**src/rtl/serdes_lane_bringup_sequencer.sv**
```systemverilog
// rtl/serdes_lane_bringup_sequencer.sv - per-lane GTY reset/bring-up sequencer gated on QPLL lock
module serdes_lane_bringup_sequencer #(
  parameter int NUM_LANES        = 3,
  parameter int RESET_CYCLES     = 16,
  parameter int TX_SETTLE_CYCLES = 1024,
  parameter int ALIGN_TIMEOUT    = 65536,
  parameter int ERR_WINDOW       = 4096,
  parameter int ERR_THRESHOLD    = 8
) (
  input  logic                   clk_156m25_i,
  input  logic                   rst_i,
  input  logic                   qpll_lock_i,
  input  logic [NUM_LANES-1:0]   lane_enable_i,
  input  logic [NUM_LANES-1:0]   rx_comma_is_aligned_i,
  input  logic [NUM_LANES-1:0]   rx_err_i,
  input  logic [NUM_LANES-1:0]   retrain_i,
  output logic [NUM_LANES-1:0]   tx_reset_o,
  output logic [NUM_LANES-1:0]   rx_reset_o,
  output logic [NUM_LANES-1:0]   lane_up_o,
  output logic [3*NUM_LANES-1:0] lane_state_o,
  output logic [8*NUM_LANES-1:0] retrain_count_o
);

  localparam int MAX_AB  = (RESET_CYCLES > TX_SETTLE_CYCLES) ? RESET_CYCLES : TX_SETTLE_CYCLES;
  localparam int MAX_CYC = (MAX_AB > ALIGN_TIMEOUT) ? MAX_AB : ALIGN_TIMEOUT;
  localparam int DWELL_W = $clog2(MAX_CYC) + 1;
  localparam int WIN_W   = $clog2(ERR_WINDOW + 1);
  localparam int ERR_W   = $clog2(ERR_THRESHOLD + 1);

  typedef enum logic [2:0] {
    ST_IDLE      = 3'd0,
    ST_TX_RST    = 3'd1,
    ST_TX_SETTLE = 3'd2,
    ST_RX_RST    = 3'd3,
    ST_RX_ALIGN  = 3'd4,
    ST_UP        = 3'd5
  } state_e;

  logic [1:0]           pll_sync_q;
  logic [NUM_LANES-1:0] algn_s1_q, algn_s2_q;
  logic [NUM_LANES-1:0] err_s1_q, err_s2_q;
  logic                 pll_ok;

  always_ff @(posedge clk_156m25_i or posedge rst_i) begin
    if (rst_i) begin
      pll_sync_q <= '0;
      algn_s1_q  <= '0;
      algn_s2_q  <= '0;
      err_s1_q   <= '0;
      err_s2_q   <= '0;
    end else begin
      pll_sync_q <= {pll_sync_q[0], qpll_lock_i};
      algn_s1_q  <= rx_comma_is_aligned_i;
      algn_s2_q  <= algn_s1_q;
      err_s1_q   <= rx_err_i;
      err_s2_q   <= err_s1_q;
    end
  end

  assign pll_ok = pll_sync_q[1];

  for (genvar g = 0; g < NUM_LANES; g++) begin : g_lane
    state_e             state_q, state_d;
    logic [DWELL_W-1:0] dwell_q, dwell_d;
    logic [WIN_W-1:0]   win_q, win_d;
    logic [ERR_W-1:0]   errc_q, errc_d;
    logic [7:0]         cnt_q, cnt_d;
    logic               tx_q, tx_d, rx_q, rx_d, up_q, up_d;
    logic               bump;

    always_comb begin
      state_d = state_q;
      bump    = 1'b0;
      // Loss of lock or enable overrides everything and never counts as a retrain
      if (!pll_ok || !lane_enable_i[g]) begin
        state_d = ST_IDLE;
      end else begin
        unique case (state_q)
          ST_IDLE:      state_d = ST_TX_RST;
          ST_TX_RST:    if (dwell_q == DWELL_W'(RESET_CYCLES - 1)) state_d = ST_TX_SETTLE;
          ST_TX_SETTLE: if (dwell_q == DWELL_W'(TX_SETTLE_CYCLES - 1)) state_d = ST_RX_RST;
          ST_RX_RST:    if (dwell_q == DWELL_W'(RESET_CYCLES - 1)) state_d = ST_RX_ALIGN;
          ST_RX_ALIGN: begin
            if (algn_s2_q[g]) begin
              state_d = ST_UP;
            end else if (dwell_q == DWELL_W'(ALIGN_TIMEOUT - 1)) begin
              state_d = ST_RX_RST;
              bump    = 1'b1;
            end
          end
          ST_UP: begin
            if (!algn_s2_q[g] || errc_q == ERR_W'(ERR_THRESHOLD) || retrain_i[g]) begin
              state_d = ST_RX_RST;
              bump    = 1'b1;
            end
          end
          default:      state_d = ST_IDLE;
        endcase
      end

      dwell_d = dwell_q;
      if (state_d != state_q) dwell_d = '0;
      else if (dwell_q != '1) dwell_d = dwell_q + 1'b1;

      cnt_d = cnt_q;
      if (bump && cnt_q != 8'hFF) cnt_d = cnt_q + 8'd1;

      // Error window only runs while the lane stays UP; any entry starts it from zero
      win_d  = '0;
      errc_d = '0;
      if (state_q == ST_UP && state_d == ST_UP) begin
        if (win_q != WIN_W'(ERR_WINDOW - 1)) begin
          win_d  = win_q + 1'b1;
          errc_d = errc_q;
          if (err_s2_q[g] && errc_q != ERR_W'(ERR_THRESHOLD)) errc_d = errc_q + 1'b1;
        end
      end

      tx_d = (state_d == ST_IDLE) || (state_d == ST_TX_RST);
      rx_d = !((state_d == ST_RX_ALIGN) || (state_d == ST_UP));
      up_d = (state_d == ST_UP);
    end

    always_ff @(posedge clk_156m25_i or posedge rst_i) begin
      if (rst_i) begin
        state_q <= ST_IDLE;
        dwell_q <= '0;
        win_q   <= '0;
        errc_q  <= '0;
        cnt_q   <= '0;
        tx_q    <= 1'b1;
        rx_q    <= 1'b1;
        up_q    <= 1'b0;
      end else begin
        state_q <= state_d;
        dwell_q <= dwell_d;
        win_q   <= win_d;
        errc_q  <= errc_d;
        cnt_q   <= cnt_d;
        tx_q    <= tx_d;
        rx_q    <= rx_d;
        up_q    <= up_d;
      end
    end

    assign tx_reset_o[g]            = tx_q;
    assign rx_reset_o[g]            = rx_q;
    assign lane_up_o[g]             = up_q;
    assign lane_state_o[3*g +: 3]   = state_q;
    assign retrain_count_o[8*g +: 8] = cnt_q;
  end

endmodule
```
**config.mk**
```make
export PLATFORM = sky130hd
export DESIGN_NAME = serdes_lane_bringup_sequencer
export DESIGN_NICKNAME = d
export VERILOG_FILES = /design/src/rtl/serdes_lane_bringup_sequencer.sv
export SDC_FILE = /design/constraint.sdc
export NUM_CORES = 1
export LEC_CHECK = 0
export ABC_AREA = 1
export BUFFER_PORTS_ARGS = -buffer_cell sky130_fd_sc_hd__buf_4
export CORE_UTILIZATION = 44
export DETAILED_ROUTE_END_ITERATION = 7
export GPL_ROUTABILITY_DRIVEN = 0
export RECOVER_POWER = 100
export SYNTH_ARGS = -nofsm -noshare
export SYNTH_HDL_FRONTEND = slang
export SYNTH_SLANG_ARGS = --single-unit
```
**constraint.sdc**
```tcl
create_clock -name clk_156m25_i -period 7.7 [get_ports clk_156m25_i]
set_input_delay 1.54 -clock clk_156m25_i [delete_from_list [all_inputs] [get_ports clk_156m25_i]]
set_output_delay 1.54 -clock clk_156m25_i [all_outputs]
set_load 0.005 [all_outputs]
```
* Word level (Yosys, flattened, before mapping)
Cells that the tools add are included.
** Storage, ports and cells
- Bits in registers :: 158
- Input bits :: 15
- Output and inout bits :: 42
- Word-level logic and storage cells :: 198
** Operators by class
- $add $sub $neg :: 12
- Equal/unequal tests :: 54
- Mux-type cells :: 60
- Reduce and logical (&&, ||, !) cells :: 43
** Operators with widths (number)
- 2-to-1 mux 17 bit :: 6
- 2-to-1 mux 13 bit :: 6
- 2-to-1 mux 3 bit :: 21
- one-hot mux 3 bit (6 select lines) :: 3
- adder 17 x 1 -> 17 bit (second input constant) :: 3
- equality test 17 x 10 -> 1 bit (second input constant) :: 3
- equality test 17 x 16 -> 1 bit (second input constant) :: 3
- equality test 17 x 4 -> 1 bit (second input constant) :: 3
- != test 17 bit (second input constant) :: 3
- adder 13 x 1 -> 13 bit (second input constant) :: 3
- != test 13 x 12 -> 1 bit (second input constant) :: 3
- equality test 3 bit (second input constant) :: 12
- 2-to-1 mux 4 bit :: 9
- adder 8 x 1 -> 8 bit (second input constant) :: 3
- != test 8 bit (second input constant) :: 3
- equality test 3 x 1 -> 1 bit (second input constant) :: 6
- equality test 3 x 2 -> 1 bit (second input constant) :: 6
- logical NOT 3 bit :: 6
- logical OR 1 bit :: 15
- adder 4 x 1 -> 4 bit (second input constant) :: 3
- equality test 4 bit (second input constant) :: 3
- 2-to-1 mux 1 bit :: 12
- != test 4 bit (second input constant) :: 3
- logical NOT 1 bit :: 10
- 5 further kinds :: 21

* Longest topological paths before layout
- Word-level depth :: 9
- Depth in mapped cells :: 18
- Gate-level depth less buffers :: 18

* Worst setup path after synthesis
Ideal clock, no wire load.
- Kind :: input -> register
- From :: input retrain_i[1]
- To :: register g_lane[1].dwell_q[16]
- Setup time :: 0.068 ns
- Arrival :: 2.628 ns
- Required time :: 7.632 ns
- Slack :: 5.003 ns
- Stages :: 10
- Buffers on the path :: 1
- Cell sequence :: nor2_1 -> nand3_2 -> o21ai_2 -> inv_2 -> nand2_2 -> nand2_4 -> xor2_1 -> nand3_4 -> buf_8 -> nor2_4
** On the way
- Word-level cells in the longest chain between the ends :: 6
- Elaborated cells on any way between the ends :: 7
- Classes of those cells :: 1 x eq/ne; 4 x mux; 2 x reduce/logical
** RTL lines
- start, declared :: RTL line 16 : input logic [NUM_LANES-1:0] retrain_i,
- logical OR 1 bit * :: RTL line 92 : if (!algn_s2_q[g] || errc_q == ERR_W'(ERR_THRESHOLD) || retrain_i[g]) begin
- 2-to-1 mux 3 bit * :: RTL line 92
- one-hot mux 3 bit (6 select lines) * :: RTL line 78 : unique case (state_q)
- 2-to-1 mux 3 bit * :: RTL line 75 : if (!pll_ok || !lane_enable_i[g]) begin
- != test 3 bit * :: RTL line 102 : if (state_d != state_q) dwell_d = '0;
- 2-to-1 mux 17 bit or nonzero test 2 bit (tied branches)
- end signal, assigned :: RTL line 136 : dwell_q <= dwell_d;
- end, declared :: RTL line 64 : logic [DWELL_W-1:0] dwell_q, dwell_d;
Mark *: on every way between the ends. The rest lies on a longest branch, timed or not.
A chain may end at the register's enable or synchronous reset.

* Worst setup path after layout
- From :: register g_lane[1].win_q[0]
- To :: register g_lane[1].errc_q[0]
** On the way
- Word-level cells in the longest chain between the ends :: 3
- Elaborated cells on any way between the ends :: 4
- Classes of those cells :: 2 x eq/ne; 2 x mux
** RTL lines
- start, declared :: RTL line 65 : logic [WIN_W-1:0] win_q, win_d;
- start signal, assigned :: RTL line 137 : win_q <= win_d;
- != test 13 x 12 -> 1 bit * :: RTL line 112 : if (win_q != WIN_W'(ERR_WINDOW - 1)) begin
- 2-to-1 mux 4 bit :: RTL line 112
- 2-to-1 mux 4 bit :: RTL line 111 : if (state_q == ST_UP && state_d == ST_UP) begin
- end signal, assigned :: RTL line 138 : errc_q <= errc_d;
- end, declared :: RTL line 66 : logic [ERR_W-1:0] errc_q, errc_d;
Marks and branches as above.

==> run summary <==
CP top delay family: compound AO/OA/AOI/OAI gates
Synth Cell Area: 0.00860 sq mm
Post-CTS setup repair buffer count: 0
Die footprint: 0.0201 sq mm
First-pass GRT wire length: 26,800 um
Synth Area in Compound Gates: 2.46%
Status: complete, but fails checks
H-tree depth: 4
CTS buffer count: 17
Ys flop type: dfrtp_1
Fraction of layout cells with a size suffix above 1: 17.6%
Maximum clock rate: 215 MHz
Hold path start: algn_s1_q[2]
Core Region: 0.0190 sq mm
Sequential area share after synthesis: 46.0%
Post-route setup TNS: 0 ps
Slew @ Worst Pin: 3910 ps
Reg-to-reg critical path endpoint: g_lane[1].errc_q[0]
Hold_ws: 348 ps
Avg Inst Size Synth: 9.03 sq um
Cts repair resizes: 0
Sequential power share: 49.2%
Die height: 142 um
Vias in the first global route: 5,785
Combinational Power Share: 5.9%
Mapped Nets: 989
Layout net count: 1,046
Die W: 142 um
Sequential Area: 0.00396 sq mm
Overflow after GRT: 0
Initial Utilization: 45.4%
Antenna cells: 0
Cell Chain, Critical Path: ha_1 -> nand3_1 -> nor3_1 -> nand2_2 -> nor3_1 -> nand3_2 -> o21ai_0 -> nor2_1
Largest net degree at the start of global routing: 91
Vias: 5,955
Net Switching: 0.415 mW
Total of max-cap violations: 3
Most frequent cells in the layout: nand2_1 (175), dfrtp_1 (152), nor2_1 (123)
Xor/xnor share of the synthesized area: 9.06%
Io pins: 57
Hold_buf cts: 0
Cell count along the critical path: 8
WL/cell: 11.9 um
# fillers: 1,803
Crit Reg-Reg Startpoint: g_lane[1].win_q[0]
Yosys cell types: 45
Clock sinks: 158
Area grow syn2layout: 11.1%
Clock-pin transition on the worst setup and hold timing paths: 60 ps
Failing checks: capacitance limit, slew limit
Largest family of logic cells by synthesized area: simple AND/OR/NAND/NOR gates
Mux cell area share after synthesis: 0.611%
Clock tree buffer depth: 2
DRC Markers: 0
1st-pass router iterations: 4
I/O Buffers: 56
CP most frequent cell: nor3_1
Setup Skew: 7.04 ps
HP Class: reg -> reg
Critical path data arrival time: 4800 ps
Unrepaired setup endpoints after global routing: false
Post-route clock period utilization: 60.5%
Final setup fails: 0
Clock Latency Late Sink: 420 ps
Critical-path top delay cell: o21ai_0
Multi-input logic area: 0.00388 sq mm
Switching Fraction: 23.3%
# rows: 50
Crit-path max FO: 16
Hpwl dp: 10,800 um
Synth Area in Simple Gates: 31.6%
Reg2reg setup slack: 3050 ps
WP buf/inv: 0
Synth Warn #: 0
Initial antenna violation count: 0
Clk root buf: clkbuf_16
Routed vias/inst: 4.64
Tot GR Track Use: 16.5%
EDFF count, synth: 0
Crit-path max cell delay: 2760 ps
WS Path Type: reg -> reg
Critical Path RT: 7850 ps
Max-slew violation count: 124
Pint: 1.37 mW
Tmin final: 4650 ps
Hold path endpoint: algn_s2_q[2]
Detailed Route WL: 15,200 um
Pleak: 4.26 nW
R2R cell count: 8
CTS tree: built
Clock share of power: 45.0%
CP Launch Type: flip-flop
Mapped Cells: 953
Hold Vio Cnt, Final: 0
PwrDens: 187 mW/mm^2
Register bit count reported by yosys: 158
Max_slew headroom: -162%
VDD IR max: 135 uV
Cell count of the worst hold path: 0
ANT nets after route: 0
Synth Area in Adders: 3.05%
Initial DRC Count: 290
Endpoint class of the critical path: flip-flop
Commonest non-fill, non-tap cell in the layout: nand2_1
Async SR Flop Fraction: 100%
-- synth_stat cells, types with 3 or more instances --
cell | count | share of area [%]
nand3_2 | 17 | 2.0
a31oi_1 | 3 | 0.22
nand2_2 | 11 | 0.80
nand3b_1 | 4 | 0.35
nor2_4 | 34 | 4.5
nor2_2 | 28 | 2.0
xor2_1 | 64 | 6.5
nor3_1 | 22 | 1.3
nor4_1 | 5 | 0.36
xnor2_1 | 25 | 2.5
mux2i_1 | 3 | 0.35
buf_4 | 10 | 0.87
nor3_2 | 13 | 1.5
nand4_1 | 14 | 1.0
ha_1 | 21 | 3.1
o21ai_0 | 20 | 1.2
nand3_1 | 61 | 3.5
a21oi_1 | 6 | 0.35
dfrtp_1 | 152 | 44
buf_6 | 3 | 0.39
inv_2 | 10 | 0.44
nor2_1 | 122 | 5.3
inv_1 | 104 | 4.5
nand2_1 | 170 | 7.4
dfstp_2 | 6 | 1.8
-- per-layer routing --
metal	share of wire (%)	global-route usage, %
met4	0.65	3.57
met1	51	23.0
met2	45	26.2
met5	0	0
met3	3.6	3.91
-- power groups by stage --
stage | clock [mW] | sequential, mW | combinational [mW]
after global placement | 0 | 0.892 | 0.113
after detailed placement | 0 | 0.892 | 0.115
after global routing | 0.864 | 0.881 | 0.121
after floorplan | 0 | 0.887 | 0.0924
after CTS | 0.830 | 0.878 | 0.115
final | 0.803 | 0.878 | 0.105
-- stage by stage --
step	setup slack, ps	utilization [%]	instance area [sq um]	instances	power, mW
after floorplan	1910	-	8600	953	0.980
after global placement	4480	48.5	9190	1251	1.01
after detailed placement	4470	48.5	9190	1251	1.01
after CTS	4760	51.5	9760	1283	1.82
after global routing	2420	50.4	9560	1283	1.87
final	3050	50.4	9560	1283	1.79
-- sequential cells by signal, indices dropped and copies added (netlist names) --
register        count
algn_s1_q           3
algn_s2_q           3
err_s1_q            3
err_s2_q            3
g_lane.cnt_q       24
g_lane.dwell_q     51
g_lane.errc_q      12
g_lane.rx_q         3
g_lane.state_q      9
g_lane.tx_q         3
g_lane.up_q         3
g_lane.win_q       39
pll_sync_q          2
-- kinds of logic (layout without fill, tap and decap cells) --
kind of cell | count (synthesis) | count (layout)
and+or+nand+nor | 511 | 511
DFF | 158 | 158
buffers and inverters | 135 | 205
xor gates and xnor gates | 89 | 89
AOI/OAI and AO/OA | 34 | 34
adders and majority gates | 21 | 21
muxes | 5 | 5
-- layout make-up --
cell class,instances,area share (%)
clock inverter,10,0.903
timing repair buffer,57,4.04
clock buffer,22,5.06
sequential,158,41.4
multi-input combinational,660,40.6
inverter,116,4.59
tap,260,3.40
-- how the worst max path moves through the flow --
stage                           to  slack (ps)                  from
2_1_floorplan         algn_s1_q[0]        1910                 rst_i
3_3_place_gp    g_lane[1].cnt_q[1]        4480                 rst_i
3_5_place_dp    g_lane[1].cnt_q[1]        4470                 rst_i
4_1_cts         g_lane[1].cnt_q[7]        4760  g_lane[1].dwell_q[0]
5_1_grt         g_lane[0].win_q[7]        2420                 rst_i
6_report       g_lane[1].errc_q[0]        3050    g_lane[1].win_q[0]
No activity file was read; power rests on OpenSTA's default activity.
